$ cat src/rtl/gray_to_binary_tracker_pkg.sv
// Shared widths and tracker state encoding for the Gray-to-binary tracker.
package gray_to_binary_tracker_pkg;

  localparam int unsigned TRK_WIDTH = 12;
  localparam int unsigned TRK_ERR_W = 8;

  typedef enum logic {
    IDLE  = 1'b0,
    TRACK = 1'b1
  } state_t;

endpackage

$ cat src/rtl/gray2binary.sv
// Combinational Gray-to-binary decode, the inverse of Binary2Gray.
module gray2binary #(
  parameter int unsigned WIDTH = 12
) (
  input  logic [WIDTH-1:0] gray,
  output logic [WIDTH-1:0] bin
);

  // bin[i] = XOR of gray[WIDTH-1:i], the unrolled form of the MSB-down chain
  always_comb begin
    bin = '0;
    for (int unsigned i = 0; i < WIDTH; i++) begin
      bin[i] = ^(gray >> i);
    end
  end

endmodule

$ cat src/rtl/gray_to_binary_tracker.sv
// Two-stage Gray decoder that tracks direction and counts illegal multi-bit steps.
module gray_to_binary_tracker
  import gray_to_binary_tracker_pkg::*;
#(
  parameter int unsigned WIDTH = TRK_WIDTH,
  parameter int unsigned ERR_W = TRK_ERR_W
) (
  input  logic             clk,
  input  logic             rst_n,
  input  logic             in_vld,
  input  logic [WIDTH-1:0] gray_in,
  input  logic             clr_err,
  output logic             out_vld,
  output logic [WIDTH-1:0] bin_out,
  output logic             dir,
  output logic             step_err,
  output logic [ERR_W-1:0] err_cnt
);

  state_t           state, state_nx;
  logic             s1_vld;
  logic [WIDTH-1:0] s1_gray;
  logic [WIDTH-1:0] ref_gray;
  logic [WIDTH-1:0] dec_bin;
  logic [WIDTH-1:0] diff;
  logic             one_bit;
  logic             dir_nx;
  logic             step_err_nx;
  logic             err_inc;
  logic [ERR_W-1:0] err_nx;

  gray2binary #(.WIDTH(WIDTH)) u_dec (
    .gray (s1_gray),
    .bin  (dec_bin)
  );

  always_ff @(posedge clk) begin
    if (!rst_n) begin
      s1_vld  <= 1'b0;
      s1_gray <= '0;
    end else begin
      s1_vld  <= in_vld;
      s1_gray <= gray_in;
    end
  end

  assign diff    = s1_gray ^ ref_gray;
  assign one_bit = (diff != '0) && ((diff & (diff - WIDTH'(1))) == '0);

  // bin_out always equals the binary reference, so it doubles as ref_bin
  always_comb begin
    state_nx    = state;
    dir_nx      = dir;
    step_err_nx = 1'b0;
    err_inc     = 1'b0;
    if (s1_vld) begin
      state_nx = TRACK;
      case (state)
        IDLE: ;
        TRACK: begin
          if (one_bit) begin
            dir_nx = (dec_bin == bin_out + WIDTH'(1));
          end else if (diff != '0) begin
            step_err_nx = 1'b1;
            err_inc     = 1'b1;
          end
        end
        default: state_nx = IDLE;
      endcase
    end
  end

  always_comb begin
    err_nx = err_cnt;
    if (clr_err) begin
      err_nx = '0;
    end else if (err_inc && (err_cnt != '1)) begin
      err_nx = err_cnt + ERR_W'(1);
    end
  end

  always_ff @(posedge clk) begin
    if (!rst_n) begin
      state    <= IDLE;
      out_vld  <= 1'b0;
      bin_out  <= '0;
      ref_gray <= '0;
      dir      <= 1'b1;
      step_err <= 1'b0;
      err_cnt  <= '0;
    end else begin
      state    <= state_nx;
      out_vld  <= s1_vld;
      step_err <= step_err_nx;
      dir      <= dir_nx;
      err_cnt  <= err_nx;
      if (s1_vld) begin
        bin_out  <= dec_bin;
        ref_gray <= s1_gray;
      end
    end
  end

endmodule

$ cat config.mk
export PLATFORM = sky130hd
export DESIGN_NAME = gray_to_binary_tracker
export DESIGN_NICKNAME = d
export VERILOG_FILES = /design/src/rtl/gray_to_binary_tracker_pkg.sv /design/src/rtl/gray2binary.sv /design/src/rtl/gray_to_binary_tracker.sv
export SDC_FILE = /design/constraint.sdc
export NUM_CORES = 1
export LEC_CHECK = 0
export CORE_MARGIN = 4
export CORE_UTILIZATION = 45
export CTS_CLUSTER_DIAMETER = 100
export DETAILED_ROUTE_END_ITERATION = 12
export MAX_ROUTING_LAYER = met4
export PLACE_DENSITY = 0.7
export SYNTH_ARGS = -nofsm -noshare
export SYNTH_HDL_FRONTEND = slang
export SYNTH_SLANG_ARGS = --single-unit
$ cat constraint.sdc
create_clock -name clk -period 2.9 [get_ports clk]
set_input_delay 0.29 -clock clk [delete_from_list [all_inputs] [get_ports clk]]
set_output_delay 0.29 -clock clk [all_outputs]
set_load 0.01 [all_outputs]
# After elaboration in Yosys (flattened, before gate mapping)
# Cells that the tools add are included.
[totals]
regBits = 49
[classes]
bitwise_logic = 3
add_sub_neg = 3
eq_ne = 2
n_reduce_logical = 18
mux = 4
[ops]
columns = ["operator", "count"]
rows = [
  ["$reduce_xor A12 Y1", 12],
  ["$add A12 B1 Y12 const B", 1],
  ["$and A12 B12 Y12", 1],
  ["$eq A12 B12 Y1", 1],
  ["$logic_not A12 Y1", 1],
  ["$reduce_bool A12 Y1", 1],
  ["$sub A12 B1 Y12 const B", 1],
  ["$xor A12 B12 Y12", 1],
  ["$add A8 B1 Y8 const B", 1],
  ["$ne A8 B8 Y1 const B", 1],
  ["$mux W1", 4],
  ["$reduce_and A3 Y1", 1],
  ["$logic_and A1 B1 Y1", 2],
  ["$reduce_or A2 Y1", 1],
  ["$not A1 Y1", 1],
]

# Depth between registers and ports, before layout
# Gate-level depths: netlist of run 1.
[logic_depth]
ltp_word = 9
ltp_mapped = 9
mapped_depth_nobuf = 8

# By module
# Synthesis of run 1 repeated with hierarchy kept, for this count alone.
[hier_totals]
hier_cells = 268
hier_area_um2 = 2747.6
[modules_own_cells]
columns = ["module", "n_inst", "area_each_um2", "cells_per_inst", "seq_area_each_um2"]
rows = [
  ["gray_to_binary_tracker", 1, 2478.6, 248, 980.9],
  ["gray2binary", 1, 269.0, 20, 0.0],
]

# Worst setup path after synthesis of run 1
# No wires, ideal clock.
[synth_timing]
path_type = "flip-flop to flip-flop"
start = "register s1_gray[10]"
end = "register dir"
t_required_ns = 2.841
path_buffers = 0
arrival_ns = 2.048
path_stages_with_launch = 8
setup_slack_ns = 0.794
setup_time_ns = 0.059
synth_period_minus_slack_ns = 2.106
cell_sequence = "dfxtp_1 -> xnor2_4 -> xnor3_2 -> xnor2_1 -> mux2i_1 -> nand4_1 -> nor4_1 -> a31o_1"
[synth_between]
elab_chain_cells = 6
word_cells_on_any_way = 19
cone_classes = "add/sub: 1; eq/ne: 1; bitwise: 2; reduce/logical: 15"
[synth_lines]
columns = ["element", "line_no", "rtl"]
rows = [
  ["from (decl)", "gray_to_binary_tracker.sv:22", "logic [WIDTH-1:0] s1_gray;"],
  ["from (signal assigned)", "gray_to_binary_tracker.sv:43", "s1_gray <= gray_in;"],
  ["$xor A12 B12 Y12", "gray_to_binary_tracker.sv:47", "assign diff = s1_gray ^ ref_gray;"],
  ["$sub A12 B1 Y12", "gray_to_binary_tracker.sv:48", "assign one_bit = (diff != '0) && ((diff & (diff - WIDTH'(1))) == '0);"],
  ["$and A12 B12 Y12", "gray_to_binary_tracker.sv:48", ""],
  ["$logic_not A12 Y1", "gray_to_binary_tracker.sv:48", ""],
  ["$logic_and A1 B1 Y1", "gray_to_binary_tracker.sv:48", ""],
  ["$reduce_and A3 Y1 (no line)", "--", ""],
  ["to (signal assigned)", "gray_to_binary_tracker.sv:95", "dir <= dir_nx;"],
  ["to (decl)", "gray_to_binary_tracker.sv:15", "output logic dir,"],
]
# Parallel ways exist; a longest one is shown, timed or not.
# A chain may end at the register's enable or synchronous reset.

# Worst setup path after layout of run 1
# Same ends and word-level chain as after synthesis.

==> results_dict.tcl, run 1 <==
set metrics [dict create \
    status "completed" \
    htree_levels 2 \
    yosys.cell_types.count 52 \
    cp_max_fo 8 \
    synth.ff_latch_count 48 \
    start_util 0.462 \
    routed_wl_um 5600 \
    cts_resized 0 \
    p_sw_frac 0.293 \
    syn_nets 315 \
    die_x_um 85.7 \
    cts_sinks 48 \
    crit_end "dir" \
    drtPass1Iterations 4 \
    ant_nets 0 \
    final_nets 350 \
    fin_area_um2 3280 \
    syn2layout_area_growth_pct 20.8 \
    drc 0 \
    syn_inst 297 \
    crit_start "s1_gray[10]" \
    num_vias 2215 \
    cts_buffers 5 \
    rows 28 \
    setup_tns_ns 0 \
    placed_area_um2 3160 \
    leakagePower_nw 1.19 \
    synth.largest_area_cell "dfxtp_1" \
    crit_required_ns 3.16 \
    hold_path.class "reg2reg" \
    worst_r2r_path_depth 7 \
    clk_latency_ns 0.30 \
    post-route-util 0.558 \
    drtIter0Drc 98 \
    hpwlAfterDp_um 4110 \
    r2r_slack_ns 0.48 \
    internal-power_mw 1.19 \
    seq_area_frac_synth 0.354 \
    grt_pass1_vias 2072 \
    grt_max_degree 32 \
    crit-reg2reg-capture "dir" \
    globalRouteTotalUtil 0.163 \
    fin_crit_sh 0.834 \
    worst_pin_slew_ns 0.691 \
    drive_gt1_frac 0.0751 \
    synth_area_um2 2720 \
    antennaDiodeCount 0 \
    die_y_um 85.7 \
    ctsHoldBuffers 0 \
    fin_crit_ns 2.42 \
    synth_ff_type "dfxtp_1" \
    grt_pass1_wl_um 9480 \
    grt_setup_unrepaired "false" \
    p_comb_frac 0.255 \
    p_switching_mw 0.496 \
    yosysTopAreaCellShare 0.354 \
    crit_type "reg2reg" \
    r2r-start "s1_gray[10]" \
    synth_enable_flop_cells 0 \
    fmax_mhz 414 \
    finalHoldViolations 0 \
    p_seq_frac 0.438 \
    ys_warn_count 0 \
    overflow 0 \
    clkPwrFrac 0.307 \
    coreArea_um2 5890 \
    ir_worst_vdd_uv 269 \
    cts.root.buffer_cell "clkbuf_8" \
    io_buffers 38 \
    path_clk_slew_ns 0.09 \
    hold_ws_ns 0.507 \
    io_pins 39 \
    critPathArrivalTime_ns 2.68 \
    max_slew_margin 0.536 \
    slew_viol_final 0 \
    synth.avg_cell_area_um2 9.15 \
    synthTopCellsByArea "dfxtp_1 35%, xnor2_1 10%, mux2i_1 6.6%, and2_1 4.6%, nor2b_1 3.2%" \
    finalSetupViolCount 0 \
    start_kind "flip-flop" \
    viasPerCell 5.43 \
    antenna_found_initial 0 \
    worst_clock_skew_ns 0.00422 \
    tritoncts "yes" \
    post-cts-setup-buffer-count 0 \
    max_cap_violations 0 \
    clk_path_buf_depth 2 \
    end_kind "flip-flop" \
    async_flop_share 0 \
    p_per_area_nw_per_um2 515 \
    place_congestion 0.832 \
    dieArea_um2 7350 \
    routedWlPerCell_um 13.7 \
]
area by class of cell:
cell class              instances  area [µm²]
clock buffers                   6        82.6
clock inverters                 2        38.8
fillers                       562        2600
inverters                      10        37.5
multi-input cells             225        1660
flip-flops and latches         48         961
well taps                      75        93.8
repair buffers                 42         410
critical path, cell delays in order (launching register included):
cell	delay [ns]
dfxtp_1	0.41
xnor2_4	0.33
xnor3_2	0.49
xnor2_1	0.28
mux2i_1	0.23
nand4_1	0.11
nor4_1	0.35
a31o_1	0.18
cells in the final DEF (no fill, tap or decap), drive strengths merged, types with 8 or more instances in the layout:
| cell | count |
|---|---|
| nor2b | 14 |
| inv | 10 |
| mux2i | 18 |
| nand3 | 12 |
| xnor2 | 35 |
| nor2 | 9 |
| a21oi | 10 |
| clkdlybuf4s50 | 38 |
| xor2 | 8 |
| o21ai | 16 |
| nand2 | 16 |
| and2 | 20 |
| dfxtp | 48 |
per-layer routing:
layer | wire length (µm) | track usage | part of all wire | vias to the layer above
met5 | 0 | - | 0 | -
met4 | 70 | 0.0460 | 0.013 | 0
met3 | 327 | 0.0346 | 0.058 | 9
met2 | 2610 | 0.261 | 0.47 | 53
met1 | 2590 | 0.210 | 0.46 | 1031
li1 | - | - | - | 1122
kinds of logic (layout without fill, tap and decap cells):
logic type / Yosys count / in the layout / synth area share
muxes: 20 / 20 / 0.0746
AOI/OAI and AO/OA: 58 / 58 / 0.148
and+or+nand+nor: 99 / 99 / 0.201
adders and majority gates: 2 / 2 / 0.00921
buffers and inverters: 24 / 60 / 0.0364
DFF: 48 / 48 / 0.354
xor gates and xnor gates: 46 / 46 / 0.177
sequential cells by signal, summed over array words and instances, names as in the netlist:
register,count
bin_out,12
dir,1
err_cnt,8
out_vld,1
ref_gray,11
s1_gray,12
s1_vld,1
state,1
step_err,1
power by group through the flow:
stage | registers [mW] | logic, mW | clock network, mW
3_5_place_dp | 0.755 | 0.425 | 0
3_3_place_gp | 0.754 | 0.420 | 0
2_1_floorplan | 0.745 | 0.321 | 0
6_report | 0.740 | 0.432 | 0.518
5_1_grt | 0.747 | 0.475 | 0.557
4_1_cts | 0.740 | 0.433 | 0.528
per-stage QoR:
| step | worst slack (ns) | std cells | power [mW] |
|---|---|---|---|
| after floorplan | 0.794 | 297 | 1.07 |
| after global placement | 0.653 | 400 | 1.17 |
| after global routing | 0.345 | 408 | 1.78 |
| after CTS | 0.477 | 408 | 1.70 |
| after detailed placement | 0.517 | 400 | 1.18 |
| final | 0.482 | 408 | 1.69 |
worst min-delay path by stage:
stage	cells past startpoint	start	end	slack [ns]
CTS	2	s1_vld	step_err	0.51
detailed placement	2	s1_vld	step_err	0.50
floorplan	1	gray_in[0]	s1_gray[0]	0.42
global placement	2	err_cnt[6]	err_cnt[6]	0.48
global route	2	err_cnt[6]	err_cnt[6]	0.53
finish	2	err_cnt[6]	err_cnt[6]	0.51
Yosys cell counts (all sizes together), types with 6 or more instances:
library cell / n
nand3: 12
nor2: 9
mux2i: 18
xor2: 8
clkbuf: 11
inv: 10
o21ai: 16
o31ai: 6
xnor2: 35
and2: 20
nand4: 6
or3: 6
dfxtp: 48
nand2: 16
nor2b: 14
a21oi: 10
(Power assumes the default switching activity.)
==> run 2: changes to the inputs <==
clock period = 2.35 ns   (was 2.9 ns; I/O delays follow)
==> run 2 against run 1 <==
Final cell count increased by 2.7%; register-to-register slack worse by 0.34 ns; largest cell class unchanged; combinational power is 33% higher; critical path type unchanged; core utilization increased by 1.8 points; design area rose by 3.3%; setup slack worse by 0.34 ns; power increased by 28%.
==> results_dict.tcl, run 2 (synthesized netlist as in run 1, its figures left out) <==
set metrics [dict create \
    fin_ws_ns 0.140 \
    r2r-start "s1_gray[8]" \
    max_slew_margin 0.568 \
    start_util 0.462 \
    leakagePower_nw 1.25 \
    worst_pin_slew_ns 0.643 \
    hold_ws_ns 0.504 \
    grt_pass1_wl_um 9850 \
    clk_path_buf_depth 2 \
    dieArea_um2 7350 \
    finalHoldViolations 0 \
    critPathArrivalTime_ns 2.46 \
    grt_setup_unrepaired "true" \
    worst_clock_skew_ns 0.0126 \
    viasPerCell 5.34 \
    coreArea_um2 5890 \
    internal-power_mw 1.57 \
    final_cell_mix "45 x dfxtp_1, 38 x clkdlybuf4s50_1, 32 x xnor2_1" \
    grt_use_met3 0.0384 \
    r2r_slack_ns 0.14 \
    cts_buffers 5 \
    routedWlPerCell_um 13.8 \
    placedCellCount 412 \
    p_sw_frac 0.275 \
    p_per_area_nw_per_um2 640 \
    regArea_um2 965 \
    place_congestion 0.831 \
    syn2layout_area_growth_pct 24.7 \
    ant_nets 0 \
    grt_max_degree 25 \
    drtPass1Iterations 4 \
    crit-reg2reg-capture "dir" \
    antenna_found_initial 0 \
    post-route-util 0.576 \
    multi_input_area_um2 1660 \
    worstHoldPathCells 2 \
    tritoncts "yes" \
    grt_pass1_vias 2137 \
    num_vias 2236 \
    finalSetupViolCount 0 \
    worst_r2r_path_depth 7 \
    setup_tns_ns 0 \
    hpwlAfterDp_um 4340 \
    fin_crit_ns 2.21 \
    grt_busiest_layer "met2" \
    placed_area_um2 3250 \
    hold_path.class "reg2reg" \
    ir_worst_vdd_uv 451 \
    io_pins 39 \
    status "completed" \
    min_from "err_cnt[6]" \
    num-fill-cells 538 \
    drive_gt1_frac 0.116 \
    max_cap_violations 0 \
    fmax_mhz 452 \
    routed_wl_um 5780 \
    drtIter0Drc 103 \
    rows 28 \
    cp_max_fo 6 \
    overflow 0 \
    p_seq_frac 0.416 \
    min_to "err_cnt[6]" \
    dpl_worst_slack_ns 0.109 \
    antennaDiodeCount 0 \
    io_buffers 38 \
    grtUsageMet1 0.216 \
    clk_latency_ns 0.30 \
    reg.largest.list "bin_out: 12 flops, s1_gray: 12 flops, ref_gray: 11 flops" \
    final_nets 362 \
    total_power_mw 2.17 \
    globalRouteTotalUtil 0.168 \
    p_comb_frac 0.265 \
    cts.root.buffer_cell "clkbuf_8" \
    end_kind "flip-flop" \
    crit_required_ns 2.60 \
    htree_levels 2 \
    clkPwrFrac 0.319 \
    die_x_um 85.7 \
    slew_viol_final 0 \
    fin_crit_sh 0.941 \
    crit_type "reg2reg" \
    die_y_um 85.7 \
    fin_area_um2 3390 \
    final_common_cell "dfxtp_1" \
    drc 0 \
    path_clk_slew_ns 0.10 \
    start_kind "flip-flop" \
    post-cts-setup-buffer-count 0 \
    fin_cells 419 \
    grt_util_met2 0.264 \
    ctsHoldBuffers 0 \
    p_switching_mw 0.597 \
    cts_sinks 48 \
]
==> run 2: cell types whose count changed in the layout (fill, tap and decap cells not counted) <==
cell and change:
bufinv_16 +1, nor4_2 +1, buf_4 +12, dfxtp_1 -3
nor4_1 -1, clkinv_4 -1, dfxtp_2 +3, clkbuf_8 -1
==> run 2: power groups by stage <==
stage	Clock, mW	Combinational, mW	Sequential (mW)
3_3_place_gp	0	0.566	0.917
6_report	0.692	0.575	0.901
4_1_cts	0.708	0.578	0.901
3_5_place_dp	0	0.572	0.919
5_1_grt	0.742	0.637	0.909
2_1_floorplan	0	0.396	0.920
==> run 2: layer usage <==
| metal | up-vias | share of wire |
|---|---|---|
| met5 | - | 0 |
| met4 | 0 | 0.020 |
| met3 | 10 | 0.038 |
| met2 | 53 | 0.46 |
| met1 | 1034 | 0.48 |
| li1 | 1139 | - |
==> run 2: critical path, cell delays in order (launching register included) <==
cell	delay (ns)
dfxtp_1	0.36
xnor2_2	0.32
xnor3_2	0.40
xnor2_1	0.28
mux2i_1	0.22
nand4_1	0.11
nor4_1	0.29
a31o_1	0.18
==> run 2: layout make-up <==
cell class              instances  share of cell area
clock buffers                   5              0.0203
clock inverters                 2              0.0177
inverters                      10              0.0111
well taps                      75              0.0277
flip-flops and latches         48               0.285
repair buffers                 54               0.148
multi-input cells             225               0.491
==> run 2: worst max path at each step <==
stage	startpoint	end
after floorplan	s1_gray[10]	dir
after global placement	s1_gray[10]	dir
after detailed placement	s1_gray[10]	dir
after CTS	s1_gray[10]	dir
after global routing	s1_gray[8]	dir
final	s1_gray[8]	dir
==> run 2: what timing repair did <==
action,in CTS,in global routing
endpoints found under the hold margin,0,0
resized for setup,0,4
endpoints found under the setup margin,0,2
==> run 3: changes to the inputs <==
PLACE_DENSITY = 0.8   (was 0.7)
==> run 3 against run 2 <==
Design area is 0.18% lower; clock skew is 0.00086 ns lower; power is 2.3% lower; non-clock buffer count is 1 lower; via count is 1.3% higher; first-iteration DRC count is 12% lower; critical path type unchanged.
==> results_dict.tcl, run 3 (synthesized netlist as in run 1, its figures left out) <==
set metrics [dict create \
    clkPwrFrac 0.302 \
    max_slew_margin 0.578 \
    io_pins 39 \
    io_buffers 38 \
    start_util 0.462 \
    total_power_mw 2.12 \
    die_y_um 85.7 \
    finalHoldViolations 0 \
    overflow 0 \
    tritoncts "yes" \
    slew_viol_final 0 \
    routed_wl_um 5900 \
    p_switching_mw 0.616 \
    leakagePower_nw 1.24 \
    fin_crit_sh 0.943 \
    htree_levels 2 \
    drive_gt1_frac 0.116 \
    grt_max_degree 25 \
    final_common_cell "dfxtp_1" \
    placed_area_um2 3240 \
    viasPerCell 5.41 \
    end_kind "flip-flop" \
    clk_latency_ns 0.31 \
    cts_sinks 48 \
    num-fill-cells 514 \
    cts.root.buffer_cell "clkbuf_8" \
    reg.largest.list "bin_out: 12 flops, s1_gray: 12 flops, ref_gray: 11 flops" \
    coreArea_um2 5890 \
    grt_pass1_wl_um 10300 \
    cp_slowest_cell "dfxtp_1" \
    syn2layout_area_growth_pct 24.5 \
    ir_worst_vdd_uv 400 \
    p_sw_frac 0.291 \
    grt_setup_unrepaired "false" \
    start_kind "flip-flop" \
    place_congestion 0.901 \
    ctsHoldBuffers 0 \
    antenna_found_initial 0 \
    regArea_um2 962 \
    cts_resized 0 \
    antennaDiodeCount 0 \
    drtIter0Drc 91 \
    dieArea_um2 7350 \
    clk_path_buf_depth 2 \
    routedWlPerCell_um 14.1 \
    p_seq_frac 0.424 \
    drtPass1Iterations 4 \
    cts_buffers 5 \
    drc 0 \
    p_comb_frac 0.273 \
    fin_area_um2 3380 \
    p_per_area_nw_per_um2 626 \
    cp_max_fo 6 \
    fmax_mhz 451 \
    hold_ws_ns 0.499 \
    fin_crit_ns 2.22 \
    ant_nets 0 \
    slowest_delay_ns 0.50 \
    die_x_um 85.7 \
    path_clk_slew_ns 0.10 \
    status "completed" \
    rows 28 \
    critPathArrivalTime_ns 2.48 \
    path_cells "xnor2_4 -> xnor3_2 -> xnor2_1 -> mux2i_1 -> nand4_1 -> nor4_1 -> a31o_1" \
    final_cell_mix "47 x dfxtp_1, 38 x clkdlybuf4s50_1, 32 x xnor2_1" \
    crit_required_ns 2.61 \
    crit_type "reg2reg" \
    max_cap_violations 0 \
    final_nets 361 \
    grt_pass1_vias 2266 \
    worst_clock_skew_ns 0.0117 \
    post-cts-setup-buffer-count 0 \
    multi_input_area_um2 1680 \
    setup_tns_ns 0 \
    globalRouteTotalUtil 0.178 \
    worst_pin_slew_ns 0.628 \
    hold_path.class "in2reg" \
    post-route-util 0.575 \
    num_vias 2266 \
    finalSetupViolCount 0 \
    hpwlAfterDp_um 4430 \
    internal-power_mw 1.50 \
]
==> run 3: worst paths after layout <==
kind | from | endpoint | slack [ns] | cells past startpoint
worst max-delay path | s1_gray[11] | dir | 0.13 | 7
worst min-delay path | gray_in[4] | s1_gray[4] | 0.50 | 2
worst max register to register | s1_gray[11] | dir | 0.13 | 7
worst min register to register | err_cnt[6] | err_cnt[6] | 0.50 | 2
==> run 3: layout make-up <==
type | instances | share of cell area
flip-flops and latches | 48 | 0.284
well taps | 75 | 0.0277
repair buffers | 53 | 0.146
clock inverters | 2 | 0.0115
inverters | 10 | 0.0111
multi-input cells | 225 | 0.495
clock buffers | 6 | 0.0244
==> run 3: worst max-delay path: cells and delay by family, from the launching register on <==
family / cells / cell delay (ns)
AO/OA/AOI/OAI: 1 / 0.18
flip-flops: 1 / 0.50
AND/OR/NAND/NOR: 2 / 0.42
XOR/XNOR: 3 / 0.85
multiplexers: 1 / 0.22
==> run 3: routing by layer <==
layer  part of all wire  track usage  vias up
met2               0.48        0.292       48
met4              0.017       0.0547        0
met3              0.053       0.0365       11
li1                   -            -     1145
met5                  0            -        -
met1               0.45        0.222     1062
==> run 3: through the flow <==
stage,setup WS (ns),cells
finish,0.133,419
global route,0.00235,419
CTS,0.0832,419
detailed placement,0.0959,411
global placement,0.206,411
floorplan,0.244,297
==> run 3: power groups by stage <==
stage                     Sequential, mW  Combinational (mW)  Clock [mW]
final                              0.899               0.579       0.640
after global routing               0.906               0.639       0.687
after CTS                          0.899               0.575       0.651
after detailed placement           0.918               0.571           0
after global placement             0.916               0.563           0
after floorplan                    0.920               0.396           0
